$ cat config.mk
export PLATFORM = sky130hd
export DESIGN_NAME = multiplier_datapath_taint_track_bitwise_flat
export DESIGN_NICKNAME = d
export VERILOG_FILES = /design/src/rtl/multiplier_pkg.sv /design/src/rtl/multiplier_datapath_taint_track_bitwise_if.sv /design/src/rtl/taint_reg_update.sv /design/src/rtl/multiplier_datapath_taint_track_bitwise.sv /design/src/flat_wrapper.sv
export SDC_FILE = /design/constraint.sdc
export NUM_CORES = 1
export LEC_CHECK = 0
export CORE_MARGIN = 2
export CORE_UTILIZATION = 39
export DETAILED_ROUTE_END_ITERATION = 10
export HOLD_SLACK_MARGIN = 0.1
export PLACE_DENSITY = 0.73
export SLEW_MARGIN = 5
export SYNTH_ARGS = -nofsm -noshare
export SYNTH_HDL_FRONTEND = slang
export SYNTH_HIERARCHICAL = 1
export SYNTH_SLANG_ARGS = --single-unit
$ cat constraint.sdc
create_clock -name clk -period 3.15 [get_ports clk]
set_input_delay 0.4725 -clock clk [delete_from_list [all_inputs] [get_ports clk]]
set_output_delay 0.4725 -clock clk [all_outputs]
set_load 0.005 [all_outputs]
$ cat src/rtl/multiplier_pkg.sv
// rtl/multiplier_pkg.sv - shared widths for the taint-tracking shift-add multiplier datapath
package multiplier_pkg;

  // Operand width used when a block is instantiated without an override.
  localparam int DEFAULT_WIDTH = 4;

  // Running sum is two operands wide plus one carry bit.
  localparam int RS_WIDTH = 2 * DEFAULT_WIDTH + 1;

  // Running-sum width for an arbitrary operand width.
  function automatic int rs_width(input int w);
    return 2 * w + 1;
  endfunction

endpackage

$ cat src/rtl/multiplier_datapath_taint_track_bitwise_if.sv
// rtl/multiplier_datapath_taint_track_bitwise_if.sv - operand/strobe/result bundle between control and datapath
interface multiplier_datapath_taint_track_bitwise_if
  import multiplier_pkg::*;
#(
  parameter int WIDTH = DEFAULT_WIDTH
);
  logic [WIDTH-1:0]   a;
  logic [WIDTH-1:0]   a_t;
  logic [WIDTH-1:0]   b;
  logic [WIDTH-1:0]   b_t;
  logic               mdld;
  logic               mdld_t;
  logic               mrld;
  logic               mrld_t;
  logic               rsclear;
  logic               rsclear_t;
  logic               rsload;
  logic               rsload_t;
  logic               rsshr;
  logic               rsshr_t;
  logic [WIDTH-1:0]   multiplierReg;
  logic [WIDTH-1:0]   multiplierReg_t;
  logic [2*WIDTH-1:0] product;
  logic [2*WIDTH-1:0] product_t;

  // Control side: drives operands and strobes, observes mr and the product.
  modport master (
    output a, a_t, b, b_t,
    output mdld, mdld_t, mrld, mrld_t,
    output rsclear, rsclear_t, rsload, rsload_t, rsshr, rsshr_t,
    input  multiplierReg, multiplierReg_t, product, product_t
  );

  // Datapath side.
  modport slave (
    input  a, a_t, b, b_t,
    input  mdld, mdld_t, mrld, mrld_t,
    input  rsclear, rsclear_t, rsload, rsload_t, rsshr, rsshr_t,
    output multiplierReg, multiplierReg_t, product, product_t
  );
endinterface

$ cat src/rtl/taint_reg_update.sv
// rtl/taint_reg_update.sv - value register with shadow taint bits under an enable/enable-taint rule
module taint_reg_update #(
  parameter int W = 4
) (
  input  logic         clk,
  input  logic         rst,
  input  logic         i_en,
  input  logic         i_en_t,
  input  logic [W-1:0] i_d,
  input  logic [W-1:0] i_d_t,
  output logic [W-1:0] o_q,
  output logic [W-1:0] o_q_t
);
  logic [W-1:0] r_q;
  logic [W-1:0] r_q_t;

  // Load on enable; a tainted but inactive enable taints every bit that could have changed.
  always_ff @(posedge clk or posedge rst) begin
    if (rst) begin
      r_q   <= '0;
      r_q_t <= '0;
    end else if (i_en) begin
      r_q   <= i_d;
      r_q_t <= i_d_t | {W{i_en_t}};
    end else if (i_en_t) begin
      r_q_t <= r_q_t | i_d_t | (r_q ^ i_d);
    end
  end

  assign o_q   = r_q;
  assign o_q_t = r_q_t;
endmodule

$ cat src/rtl/multiplier_datapath_taint_track_bitwise.sv
// rtl/multiplier_datapath_taint_track_bitwise.sv - shift-add multiplier datapath with bitwise taint tracking
module multiplier_datapath_taint_track_bitwise
  import multiplier_pkg::*;
#(
  parameter int WIDTH = DEFAULT_WIDTH
) (
  input logic clk,
  input logic rst,
  multiplier_datapath_taint_track_bitwise_if.slave bus
);
  localparam int RSW = rs_width(WIDTH);

  logic [WIDTH-1:0] w_md, w_md_t, w_mr, w_mr_t;
  logic [RSW-1:0]   w_rs, w_rs_t;
  logic [WIDTH:0]   w_sum;
  logic [RSW-1:0]   w_add_d, w_add_dt, w_shr_d, w_shr_dt;
  logic [RSW-1:0]   w_rs_d, w_rs_dt;
  logic             w_ld_et, w_shr_et, w_rs_en, w_rs_et;

  // Taint spreads upward through the carry chain: a sum bit is tainted if any bit at or below it is.
  function automatic logic [WIDTH:0] add_taint(input logic [WIDTH:0] t);
    logic [WIDTH:0] r;
    r[0] = t[0];
    for (int i = 1; i <= WIDTH; i++) begin
      r[i] = r[i-1] | t[i];
    end
    return r;
  endfunction

  taint_reg_update #(.W(WIDTH)) u_md (
    .clk(clk), .rst(rst), .i_en(bus.mdld), .i_en_t(bus.mdld_t),
    .i_d(bus.a), .i_d_t(bus.a_t), .o_q(w_md), .o_q_t(w_md_t)
  );

  taint_reg_update #(.W(WIDTH)) u_mr (
    .clk(clk), .rst(rst), .i_en(bus.mrld), .i_en_t(bus.mrld_t),
    .i_d(bus.b), .i_d_t(bus.b_t), .o_q(w_mr), .o_q_t(w_mr_t)
  );

  taint_reg_update #(.W(RSW)) u_rs (
    .clk(clk), .rst(rst), .i_en(w_rs_en), .i_en_t(w_rs_et),
    .i_d(w_rs_d), .i_d_t(w_rs_dt), .o_q(w_rs), .o_q_t(w_rs_t)
  );

  // Pick the running-sum candidate by clear > load > shift; with no strobe active, fold every
  // candidate whose (cumulative) strobe taint is set into the taint input and hold the value.
  always_comb begin
    w_sum    = w_rs[RSW-1:WIDTH] + {1'b0, w_md};
    w_add_d  = {w_sum, w_rs[WIDTH-1:0]};
    w_add_dt = {add_taint(w_rs_t[RSW-1:WIDTH] | {1'b0, w_md_t}), w_rs_t[WIDTH-1:0]};
    w_shr_d  = {1'b0, w_rs[RSW-1:1]};
    w_shr_dt = {1'b0, w_rs_t[RSW-1:1]};
    w_ld_et  = bus.rsclear_t | bus.rsload_t;
    w_shr_et = w_ld_et | bus.rsshr_t;
    w_rs_en  = bus.rsclear | bus.rsload | bus.rsshr;
    w_rs_d   = w_rs;
    w_rs_dt  = '0;
    w_rs_et  = 1'b0;
    if (bus.rsclear) begin
      w_rs_d  = '0;
      w_rs_et = bus.rsclear_t;
    end else if (bus.rsload) begin
      w_rs_d  = w_add_d;
      w_rs_dt = w_add_dt;
      w_rs_et = w_ld_et;
    end else if (bus.rsshr) begin
      w_rs_d  = w_shr_d;
      w_rs_dt = w_shr_dt;
      w_rs_et = w_shr_et;
    end else begin
      w_rs_et = w_shr_et;
      if (bus.rsclear_t) begin
        w_rs_dt = w_rs_dt | w_rs;
      end
      if (w_ld_et) begin
        w_rs_dt = w_rs_dt | w_add_dt | (w_rs ^ w_add_d);
      end
      if (w_shr_et) begin
        w_rs_dt = w_rs_dt | w_shr_dt | (w_rs ^ w_shr_d);
      end
    end
  end

  assign bus.multiplierReg   = w_mr;
  assign bus.multiplierReg_t = w_mr_t;
  assign bus.product         = w_rs[2*WIDTH-1:0];
  assign bus.product_t       = w_rs_t[2*WIDTH-1:0];
endmodule

$ cat src/flat_wrapper.sv
// flat-port wrapper written by rule: the top's interface ports become plain ports
module multiplier_datapath_taint_track_bitwise_flat import multiplier_pkg::*;
#(
  parameter int WIDTH = DEFAULT_WIDTH
)
  (clk, rst, bus_a, bus_a_t, bus_b, bus_b_t, bus_mdld, bus_mdld_t, bus_mrld, bus_mrld_t, bus_rsclear, bus_rsclear_t, bus_rsload, bus_rsload_t, bus_rsshr, bus_rsshr_t, bus_multiplierReg, bus_multiplierReg_t, bus_product, bus_product_t);
  multiplier_datapath_taint_track_bitwise_if #(.WIDTH(WIDTH)) bus_i ();
  input logic clk;
  input logic rst;
  input wire logic [$bits(bus_i.a)-1:0] bus_a;
  input wire logic [$bits(bus_i.a_t)-1:0] bus_a_t;
  input wire logic [$bits(bus_i.b)-1:0] bus_b;
  input wire logic [$bits(bus_i.b_t)-1:0] bus_b_t;
  input wire logic [$bits(bus_i.mdld)-1:0] bus_mdld;
  input wire logic [$bits(bus_i.mdld_t)-1:0] bus_mdld_t;
  input wire logic [$bits(bus_i.mrld)-1:0] bus_mrld;
  input wire logic [$bits(bus_i.mrld_t)-1:0] bus_mrld_t;
  input wire logic [$bits(bus_i.rsclear)-1:0] bus_rsclear;
  input wire logic [$bits(bus_i.rsclear_t)-1:0] bus_rsclear_t;
  input wire logic [$bits(bus_i.rsload)-1:0] bus_rsload;
  input wire logic [$bits(bus_i.rsload_t)-1:0] bus_rsload_t;
  input wire logic [$bits(bus_i.rsshr)-1:0] bus_rsshr;
  input wire logic [$bits(bus_i.rsshr_t)-1:0] bus_rsshr_t;
  output wire logic [$bits(bus_i.multiplierReg)-1:0] bus_multiplierReg;
  output wire logic [$bits(bus_i.multiplierReg_t)-1:0] bus_multiplierReg_t;
  output wire logic [$bits(bus_i.product)-1:0] bus_product;
  output wire logic [$bits(bus_i.product_t)-1:0] bus_product_t;
  assign bus_i.a = bus_a;
  assign bus_i.a_t = bus_a_t;
  assign bus_i.b = bus_b;
  assign bus_i.b_t = bus_b_t;
  assign bus_i.mdld = bus_mdld;
  assign bus_i.mdld_t = bus_mdld_t;
  assign bus_i.mrld = bus_mrld;
  assign bus_i.mrld_t = bus_mrld_t;
  assign bus_i.rsclear = bus_rsclear;
  assign bus_i.rsclear_t = bus_rsclear_t;
  assign bus_i.rsload = bus_rsload;
  assign bus_i.rsload_t = bus_rsload_t;
  assign bus_i.rsshr = bus_rsshr;
  assign bus_i.rsshr_t = bus_rsshr_t;
  assign bus_multiplierReg = bus_i.multiplierReg;
  assign bus_multiplierReg_t = bus_i.multiplierReg_t;
  assign bus_product = bus_i.product;
  assign bus_product_t = bus_i.product_t;
  multiplier_datapath_taint_track_bitwise #(.WIDTH(WIDTH)) u_core (.clk(clk), .rst(rst), .bus(bus_i));
endmodule
# After elaboration in Yosys (flattened, before gate mapping)
# Index checks and enable logic that the tools add are counted.
# classes
n_div	0
mul	0
n_reduce_logical	3
shift	0
bitwise_logic	27
eq_ne	0
n_addsub	1
order_cmp	0
muxes	23
# ops
operator	count
$mux 9	17
$or 9x9->9	6
$or 4x4->4	6
$xor 9x9->9	2
$mux 4	4
$or 9x8->9	1
$xor 9x8->9	1
$or 1x1->1	8
$xor 4x4->4	2
$reduce_bool 2->1	3
$add 5x4->5	1
$or 5x4->5	1
$mux 1	2
# word_totals
reg_bits	34
romBits	0
output_inout_bits	24
latchBits	0
ram_bits	0
mem_count	0
elab_cells	60
input_bits	28

# Logic depth before layout (Yosys ltp)
# Gate-level depths: netlist of the first run.
# depth
word_depth	21
ltp_mapped	11
mapped_depth_nobuf	11

# Cells and area by module
# The synthesis of the first run kept the hierarchy.
# modules_own_cells
mod	n_inst	seq_area_each_um2	area_each_um2	cells_each
multiplier_datapath_taint_track_bitwise	1	0.0	905.9	145
taint_reg_update at u_core.u_rs	1	450.4	832.0	75
taint_reg_update at u_core.u_md ...	2	200.2	392.9	35

# Least setup slack after synthesis of the first run
# No wires, ideal clock.
# synth_timing
path_kind	register to register
startpoint	register u_core.u_rs.r_q[5] (netlist: u_core/u_rs/o_q[5])
endpoint	register u_core.u_rs.r_q_t[8] (netlist: u_core/u_rs/o_q_t[8])
slack_ns	0.820
n_path_buf	0
stages_incl_launch_ff	11
required_ns	3.024
t_arrival_ns	2.204
period_less_slack_ns	2.330
setup_ns	0.126
cell_sequence	dfrtp_1 inv_1 fa_1 inv_1 a21o_1 a21oi_1 xnor2_1 o32ai_1 xor2_1 o21a_1 o32a_1
# synth_between
elab_cells_between_ends	21
classes_between	add/sub (1); mux (12); bitwise (8)
# synth_lines
element	line	rtl
start: declaration	taint_reg_update.sv:14	logic [W-1:0] r_q;
start signal: assignment	taint_reg_update.sv:23	r_q <= i_d;
$add 5x4->5	multiplier_datapath_taint_track_bitwise.sv:48	w_sum = w_rs[RSW-1:WIDTH] + {1'b0, w_md};
$mux 9	multiplier_datapath_taint_track_bitwise.sv:62	end else if (bus.rsload) begin
$mux 9	multiplier_datapath_taint_track_bitwise.sv:59	if (bus.rsclear) begin
via u_core.w_rs_d[8]	multiplier_datapath_taint_track_bitwise.sv:17	logic [RSW-1:0] w_rs_d, w_rs_dt;
$xor 9x9->9	taint_reg_update.sv:26	r_q_t <= r_q_t | i_d_t | (r_q ^ i_d);
$or 9x9->9	taint_reg_update.sv:26	
$mux 9	taint_reg_update.sv:25	end else if (i_en_t) begin
$mux 9	taint_reg_update.sv:22	end else if (i_en) begin
end signal: assignment	taint_reg_update.sv:24	r_q_t <= i_d_t | {W{i_en_t}};
end signal: assignment	taint_reg_update.sv:26	
end: declaration	taint_reg_update.sv:15	logic [W-1:0] r_q_t;
# The timed path passes the listed nets, and every way through them passes these cells. The select of a mux whose other input is x is not followed.
# A chain may end at the register's enable or synchronous reset.

# Final worst setup path of the first run
# layout_timing
startpoint	register u_core.u_rs.r_q[4] (netlist: u_core/u_rs/o_q[4])
endpoint	register u_core.u_rs.r_q_t[8] (netlist: u_core/u_rs/o_q_t[8])
# The elaborated chain is that of the path after synthesis.

==> flow_summary.toml, run 1 <==
[outcome]
outcome = "finished, final reports clean"

[logic_synthesis]
ys.flop_type = "dfrtp_1"
synthesis.area_um2 = 2520
synth-edff-count = 0
syn_nets = 323
yosys_register_bits = 34
syn_inst = 290
async_reset_ff_share_pct = 100
ys_warn_count = 6
yosysSeqAreaShare_pct = 33.7
synth_area_per_cell_um2 = 8.70
synth_cell_types = 46

[power_and_ir_drop]
peakVddDrop_mv = 0.213
p_per_area_nw_per_um2 = 393
power_leakage_nw = 1.29
design_power_total_mw = 1.23

[cts]
clkTransAtPathRegs_ns = 0.07
cts_hold_buf = 0
cts_buffer_depth = 2
htree_levels = 2
cts_buffers = 5
cts_resized = 0
cts-root-buf = "clkbuf_8"
cts_tree = "built"
clock_sinks = 34
insertion_delay_ns = 0.28
cts_setup_buffers = 0

[layout]
drive_gt1_share_pct = 11.0
seq_area_um2 = 851
multi_input_area_um2 = 1470
nets = 368
n_antenna_cell = 0
design_area_um2 = 3140
area_delta_synth_final_pct = 24.2
nFillCells = 597

[detailed_routing]
final_antenna_net_count = 0
post_drt_wl_per_cell_um = 15.3
vias = 2303
first_pass_iters = 5
drtIter0Drc = 170
via_per_inst = 5.58
drcViolationCount = 0
wl_um = 6340

[timing]
fmax_mhz = 361
finalSetupTns_ns = 0
tightestPinTransition_ns = 0.761
skew_ns = 0.00429
slew_headroom_pct = 49.2
setup_viol = 0
period_needed_ns = 2.77
hold_ws_ns = 0.504
rsz0062_at_grt = "false"
period_share_pct = 87.9
drv_slew = 0
final_hold_viol_count = 0

[critical_path]
crit_chain = "ha_1 > inv_1 > fa_1 > inv_1 > a21o_1 > a21oi_1 > xnor2_1 > o32ai_1 > xor2_1 > o21a_1 > o32a_1"
cpLargestDelayFamily = "compound AO/OA/AOI/OAI gates"
crit_type = "reg2reg"
startpoint = "u_core/u_rs/o_q[4]$_DFFE_PP0P_"
cp_max_fo = 11
max_stage_delay_ns = 0.57
start_kind = "flip-flop"
r2r-start = "u_core/u_rs/o_q[4]$_DFFE_PP0P_"
r2r_setup_slack_ns = 0.38
crit_path_end = "u_core/u_rs/o_q_t[8]$_DFFE_PP0P_"
crit_buf_inv = 2
r2r_cells = 11
r2r_end = "u_core/u_rs/o_q_t[8]$_DFFE_PP0P_"
endpoint_kind = "flip-flop"
crit_top_cell = "inv_1"
critPathArrivalTime_ns = 2.94
required_ns = 3.32
crit_cells = 11
cp_slowest_cell = "dfrtp_1"

[floorplanning]
fp.dieArea_um2 = 7130
die_h_um = 84.4
initial_core_util_pct = 40.0
io_pins = 52
rows = 29
fp.dieW_um = 84.4
core_um2 = 6310

[placed_design]
dpl_cell_area_um2 = 3040
dp_hpwl_um = 4510
gp_congestion = 0.906
port_buffers = 51

[global_route]
grt_max_degree = 19
antenna_found_initial = 0
grt_pass1_wl_um = 10900
grt_pass1_vias = 2308
grt_use_total_pct = 18.6
grt-ovfl-total = 0

[worst_hold_path]
hold_path.class = "in2async"

[job]
cap_violations = 0
where the power goes:
group          switching, mW  internal (mW)
Clock                  0.163          0.176
Sequential            0.0602          0.472
Combinational          0.170          0.189
worst reg2reg max path: stages (launching register included):
cell and delay [ns]:
dfrtp_1 0.57, ha_1 0.25, inv_1 0.06, fa_1 0.41, inv_1 0.07, a21o_1 0.10
a21oi_1 0.10, xnor2_1 0.14, o32ai_1 0.37, xor2_1 0.12, o21a_1 0.18, o32a_1 0.28
worst min-delay path by stage:
stage                                     startpoint                          endpoint  slack (ns)
floorplan                                        rst    u_core/u_md/o_q[0]$_DFFE_PP0P_        0.29
global route                                     rst    u_core/u_md/o_q[1]$_DFFE_PP0P_        0.53
finish                                           rst  u_core/u_md/o_q_t[1]$_DFFE_PP0P_        0.50
global placement    u_core/u_mr/o_q_t[3]$_DFFE_PP0P_  u_core/u_mr/o_q_t[3]$_DFFE_PP0P_        0.52
CTS                                              rst  u_core/u_md/o_q_t[0]$_DFFE_PP0P_        0.52
detailed placement  u_core/u_mr/o_q_t[3]$_DFFE_PP0P_  u_core/u_mr/o_q_t[3]$_DFFE_PP0P_        0.54
cell usage after synthesis (all sizes together), types with 3 or more instances:
cell,number,area [um2]
ha,4,50.1
nor3b,9,67.6
nor3,18,101
o21ai,22,110
o22ai,5,31.3
a21oi,26,130
nor4,7,43.8
nor2,43,169
mux2i,4,40.0
nand2,6,25.0
dfrtp,34,851
mux2,17,191
a311oi,4,35.0
inv,16,60.1
a221o,3,31.3
a211oi,7,52.6
xor2,23,201
buf,10,98.8
nand2b,3,18.8
clkbuf,10,40.0
sequential cells by signal, indices dropped and copies added (netlist names):
signal and flops:
u_core/u_md/o_q 4, u_core/u_md/o_q_t 4, u_core/u_mr/o_q 4, u_core/u_mr/o_q_t 4, u_core/u_rs/o_q 9, u_core/u_rs/o_q_t 9
final cells by class:
cell class	count	area share, %
inverters	16	1.92
multi-input cells	220	47.0
repair buffers	58	18.0
clock inverters	1	0.160
flip-flops and latches	34	27.1
clock buffers	7	2.75
well taps	77	3.07
cells in the final DEF, fill, tap and decap left out, types with 2 or more instances in the layout:
cell type         n
nor4_1            7
a221o_1           2
o22ai_1           5
mux2i_1           4
a211oi_1          7
buf_4             7
a21o_1            2
clkbuf_8          6
mux2_2           17
nor3b_1           9
clkdlybuf4s50_1  51
o21ai_0          22
nand2_1           5
inv_1            16
nor2_1           42
a311oi_1          4
nor2b_1           2
ha_1              4
nor3_1           17
xor2_1           23
dfrtp_1          34
a21oi_1          26
nand2b_1          3
stage by stage:
stage / cells / util, % / worst slack (ns)
final: 413 / 49.7 / 0.380
after global placement: 405 / 48.2 / 0.496
after detailed placement: 405 / 48.2 / 0.389
after global routing: 413 / 49.7 / 0.169
after CTS: 413 / 49.7 / 0.408
after floorplan: 290 / - / 0.820
cells by family after synthesis:
family / after synthesis / share of synthesized area (%)
AND/OR/NAND/NOR: 91 / 18.3
adder cells (fa/ha/maj): 5 / 2.78
buffers and inverters: 36 / 7.88
XOR/XNOR: 24 / 8.33
AO/OA/AOI/OAI: 79 / 19.8
flip-flops: 34 / 33.7
multiplexers: 21 / 9.17
per-layer routing:
metal	track usage [%]	share of wire, %
met1	24.2	43
met3	5.41	7.4
met5	0	0
met4	6.20	0.82
met2	29.9	49
No activity file was read; power rests on OpenSTA's default activity.
==> inputs of run 2 (changes only) <==
- CORE_UTILIZATION: 39 -> 52
- GPL_TIMING_DRIVEN: not set -> 1
- PLACE_DENSITY: 0.73 -> 0.9
- SKIP_CTS_REPAIR_TIMING: not set -> 1
==> flow_summary.toml, run 2 (synthesized netlist as in run 1, its figures left out) <==
[floorplanning]
die_h_um = 73.7
initial_core_util_pct = 53.8
core_um2 = 4690
fp.dieArea_um2 = 5430
io_pins = 52
rows = 25
fp.dieW_um = 73.7

[timing]
skew_ns = 0.00675
setup_viol = 0
drv_slew = 0
hold_ws_ns = 0.495
finalSetupTns_ns = 0
final_hold_viol_count = 0
period_share_pct = 86.9
slew_headroom_pct = 48.5
period_needed_ns = 2.74
tightestPinTransition_ns = 0.771
fmax_mhz = 365
rsz0062_at_grt = "false"

[critical_path]
r2r-start = "u_core/u_rs/o_q[4]$_DFFE_PP0P_"
max_stage_delay_ns = 0.55
crit_top_cell = "inv_1"
cp_slowest_cell = "dfrtp_1"
endpoint_kind = "flip-flop"
start_kind = "flip-flop"
cp_max_fo = 11
required_ns = 3.32
startpoint = "u_core/u_rs/o_q[4]$_DFFE_PP0P_"
critPathArrivalTime_ns = 2.91
crit_type = "reg2reg"
crit_chain = "ha_1 > inv_1 > fa_1 > inv_1 > a21o_1 > a21oi_1 > xnor2_1 > o32ai_1 > xor2_1 > o21a_1 > o32a_1"

[detailed_routing]
wl_um = 6510
final_antenna_net_count = 0
drcViolationCount = 0
drtIter0Drc = 296
via_per_inst = 6.15
post_drt_wl_per_cell_um = 16.7
first_pass_iters = 4
vias = 2393

[layout]
nFillCells = 380
area_delta_synth_final_pct = 23.9
nets = 368
final_common_cell = "clkdlybuf4s50_1"
drive_gt1_share_pct = 11.0
layout_common_cells = "clkdlybuf4s50_1 (51), nor2_1 (42), dfrtp_1 (34)"
fin_util_pct = 66.7
n_antenna_cell = 0
fin_cells = 389

[job]
cap_violations = 0

[global_route]
grt_most_used_layer = "met2"
use_met3_pct = 5.49
antenna_found_initial = 0
gr-usage-met1_pct = 31.4
grt_use_total_pct = 26.1
grt_pass1_wl_um = 10900
grt-ovfl-total = 0
grt_max_degree = 20
grt_util_met2_pct = 44.7
grt_pass1_vias = 2388

[power_and_ir_drop]
peakVddDrop_mv = 0.245
design_power_total_mw = 1.32
power_leakage_nw = 1.30
p_per_area_nw_per_um2 = 421

[cts]
cts_buffer_depth = 2
cts_buffers = 5
insertion_delay_ns = 0.28
clock_sinks = 34
htree_levels = 2
cts-root-buf = "clkbuf_8"
cts_tree = "built"
clkTransAtPathRegs_ns = 0.07

[outcome]
outcome = "finished, final reports clean"

[placed_design]
dp_hpwl_um = 4420
port_buffers = 51
gp_congestion = 0.894
dp_cells = 382

[worst_hold_path]
hold_path.class = "in2async"
[run 2: changes by cell type in the layout (fill, tap and decap cells not counted), sizes merged]
cell / previous run / this run
clkinv: 1 / 0
bufinv: 0 / 1
clkbuf: 7 / 6
[run 2: power breakdown]
| group | switching (mW) | internal (mW) | leakage [nW] |
|---|---|---|---|
| Clock | 0.162 | 0.253 | 0.0573 |
| Combinational | 0.185 | 0.191 | 0.854 |
| Sequential | 0.0549 | 0.472 | 0.384 |
| Total | 0.401 | 0.917 | 1.30 |
[run 2: final cells by class]
type / instances / area, um2 / share of cell area, %
Multi-Input combinational cell: 220 / 1470 / 47.1
Sequential cell: 34 / 851 / 27.2
Timing Repair Buffer: 58 / 563 / 18.0
Clock buffer: 6 / 82.6 / 2.64
Tap cell: 54 / 67.6 / 2.16
Inverter: 16 / 60.1 / 1.92
Clock inverter: 1 / 30.0 / 0.960
[run 2: critical path, delay by kind of cell, from the launching register on]
family	cells	cell delay, ns
AOI/OAI and AO/OA	5	1.04
xor gates and xnor gates	2	0.27
adders and majority gates	2	0.64
buffers and inverters	2	0.14
DFF	1	0.55
[run 2: metrics by stage]
step / area (um2) / setup WS, ns
6_report: 3130 / 0.414
5_1_grt: 3130 / 0.299
4_1_cts: 3130 / 0.457
3_5_place_dp: 3020 / 0.452
3_3_place_gp: 3020 / 0.541
2_1_floorplan: 2520 / 0.820
[run 2: final timing paths]
kind                            slack [ns]  depth (start not counted)                                to
worst max-delay path                  0.41                         11  u_core/u_rs/o_q_t[8]$_DFFE_PP0P_
min in group clk                      0.54                          2  u_core/u_mr/o_q_t[3]$_DFFE_PP0P_
worst min-delay path                  0.49                          2    u_core/u_md/o_q[0]$_DFFE_PP0P_
worst min register to register        0.54                          2  u_core/u_mr/o_q_t[3]$_DFFE_PP0P_
max in group asynchronous             1.97                          2    u_core/u_rs/o_q[6]$_DFFE_PP0P_
worst max register to register        0.41                         11  u_core/u_rs/o_q_t[8]$_DFFE_PP0P_
[run 2: per-layer routing]
metal / part of all wire [%] / vias to the layer above
met5: 0 / -
met4: 2.4 / 0
met3: 8.6 / 19
met2: 50 / 118
met1: 39 / 1130
li1: - / 1126
==> inputs of run 3 (changes only) <==
- PLACE_DENSITY: 0.9 -> 0.88
==> flow_summary.toml, run 3 (synthesized netlist as in run 1, its figures left out) <==
[outcome]
outcome = "finished, final reports clean"

[timing]
tightestPinTransition_ns = 0.739
period_share_pct = 89.0
setup_viol = 0
drv_slew = 0
rsz0062_at_grt = "false"
final_hold_viol_count = 0
skew_ns = 0.00591
hold_ws_ns = 0.493
fmax_mhz = 357
slew_headroom_pct = 50.7
period_needed_ns = 2.80
finalSetupTns_ns = 0

[critical_path]
r2r_cells = 11
crit_cells = 11
crit_buf_inv = 2
r2r-start = "u_core/u_rs/o_q[4]$_DFFE_PP0P_"
cp_slowest_cell = "dfrtp_1"
required_ns = 3.32
endpoint_kind = "flip-flop"
cp_max_fo = 11
start_kind = "flip-flop"
startpoint = "u_core/u_rs/o_q[4]$_DFFE_PP0P_"
cpLargestDelayFamily = "compound AO/OA/AOI/OAI gates"
max_stage_delay_ns = 0.59
critPathArrivalTime_ns = 2.98
crit_type = "reg2reg"
crit_chain = "ha_1 > inv_1 > fa_1 > inv_1 > a21o_1 > a21oi_1 > xnor2_1 > o32ai_1 > xor2_1 > o21a_1 > o32a_1"
crit_top_cell = "inv_1"

[detailed_routing]
drcViolationCount = 0
wl_met3_um = 535
vias = 2351
final_antenna_net_count = 0
top_layer = "met4"
post_drt_wl_per_cell_um = 15.6
first_pass_iters = 4
wl_um = 6090
via_per_inst = 6.03
wl_met2_um = 2910
met1_length_um = 2530
drtIter0Drc = 155

[layout]
nFillCells = 396
fin_cells = 390
final_common_cell = "clkdlybuf4s50_1"
area_delta_synth_final_pct = 23.1
layout_common_cells = "clkdlybuf4s50_1 (51), nor2_1 (42), dfrtp_1 (34)"
drive_gt1_share_pct = 11.0
n_antenna_cell = 0
multi_input_area_um2 = 1470
seq_area_um2 = 851
nets = 368

[job]
cap_violations = 0

[cts]
cts-root-buf = "clkbuf_8"
cts_buffers = 5
cts_buffer_depth = 2
cts_tree = "built"
clkTransAtPathRegs_ns = 0.07
htree_levels = 2
clock_sinks = 34
insertion_delay_ns = 0.28

[global_route]
grt_max_degree = 20
grt-ovfl-total = 0
antenna_found_initial = 0
grt_use_total_pct = 24.1
grt_pass1_vias = 2330
grt_pass1_wl_um = 10200

[placed_design]
gp_congestion = 0.904
dp_cells = 382
port_buffers = 51
dp_hpwl_um = 4400

[floorplanning]
core_um2 = 4690
io_pins = 52
fp.dieArea_um2 = 5430
rows = 25
initial_core_util_pct = 53.8
die_h_um = 73.7
fp.dieW_um = 73.7

[worst_hold_path]
hold_path.class = "in2async"

[power_and_ir_drop]
peakVddDrop_mv = 0.236
power_leakage_nw = 1.29
p_per_area_nw_per_um2 = 396
-- run 3: layout make-up --
cell class | count | area share (%)
timing repair buffer | 58 | 18.1
inverter | 16 | 1.93
sequential | 34 | 27.4
clock inverter | 1 | 0.161
clock buffer | 7 | 2.78
multi-input combinational | 220 | 47.4
tap | 54 | 2.17
-- run 3: path summary, 6_finish.rpt --
| path | end | slack (ns) |
|---|---|---|
| worst max-delay path | u_core/u_rs/o_q_t[8]$_DFFE_PP0P_ | 0.35 |
| worst min-delay path | u_core/u_md/o_q[2]$_DFFE_PP0P_ | 0.49 |
| worst max register to register | u_core/u_rs/o_q_t[8]$_DFFE_PP0P_ | 0.35 |
| worst min register to register | u_core/u_mr/o_q[3]$_DFFE_PP0P_ | 0.56 |
| max in group asynchronous | u_core/u_rs/o_q_t[4]$_DFFE_PP0P_ | 2.01 |
| min in group clk | u_core/u_mr/o_q[3]$_DFFE_PP0P_ | 0.56 |
-- run 3: where the power goes --
part           switching (mW)  total [mW]  internal (mW)
clock                   0.157       0.333          0.176
combinational           0.179       0.370          0.191
sequential             0.0552       0.528          0.473
total                   0.391        1.23          0.840
-- run 3: metal layers --
layer	vias to the layer above	track usage, %
met3	12	5.90
met5	-	0
li1	1125	-
met1	1108	30.3
met4	0	8.89
met2	106	40.2
-- run 3: per-stage QoR --
step / total power [mW] / util (%) / worst slack [ns] / cell area, um2
after global placement: 0.886 / 64.3 / 0.541 / 3020
after CTS: 1.24 / 66.2 / 0.393 / 3110
final: 1.23 / 66.2 / 0.347 / 3110
after global routing: 1.30 / 66.2 / 0.226 / 3110
after floorplan: 0.758 / - / 0.820 / 2520
after detailed placement: 0.900 / 64.3 / 0.430 / 3020
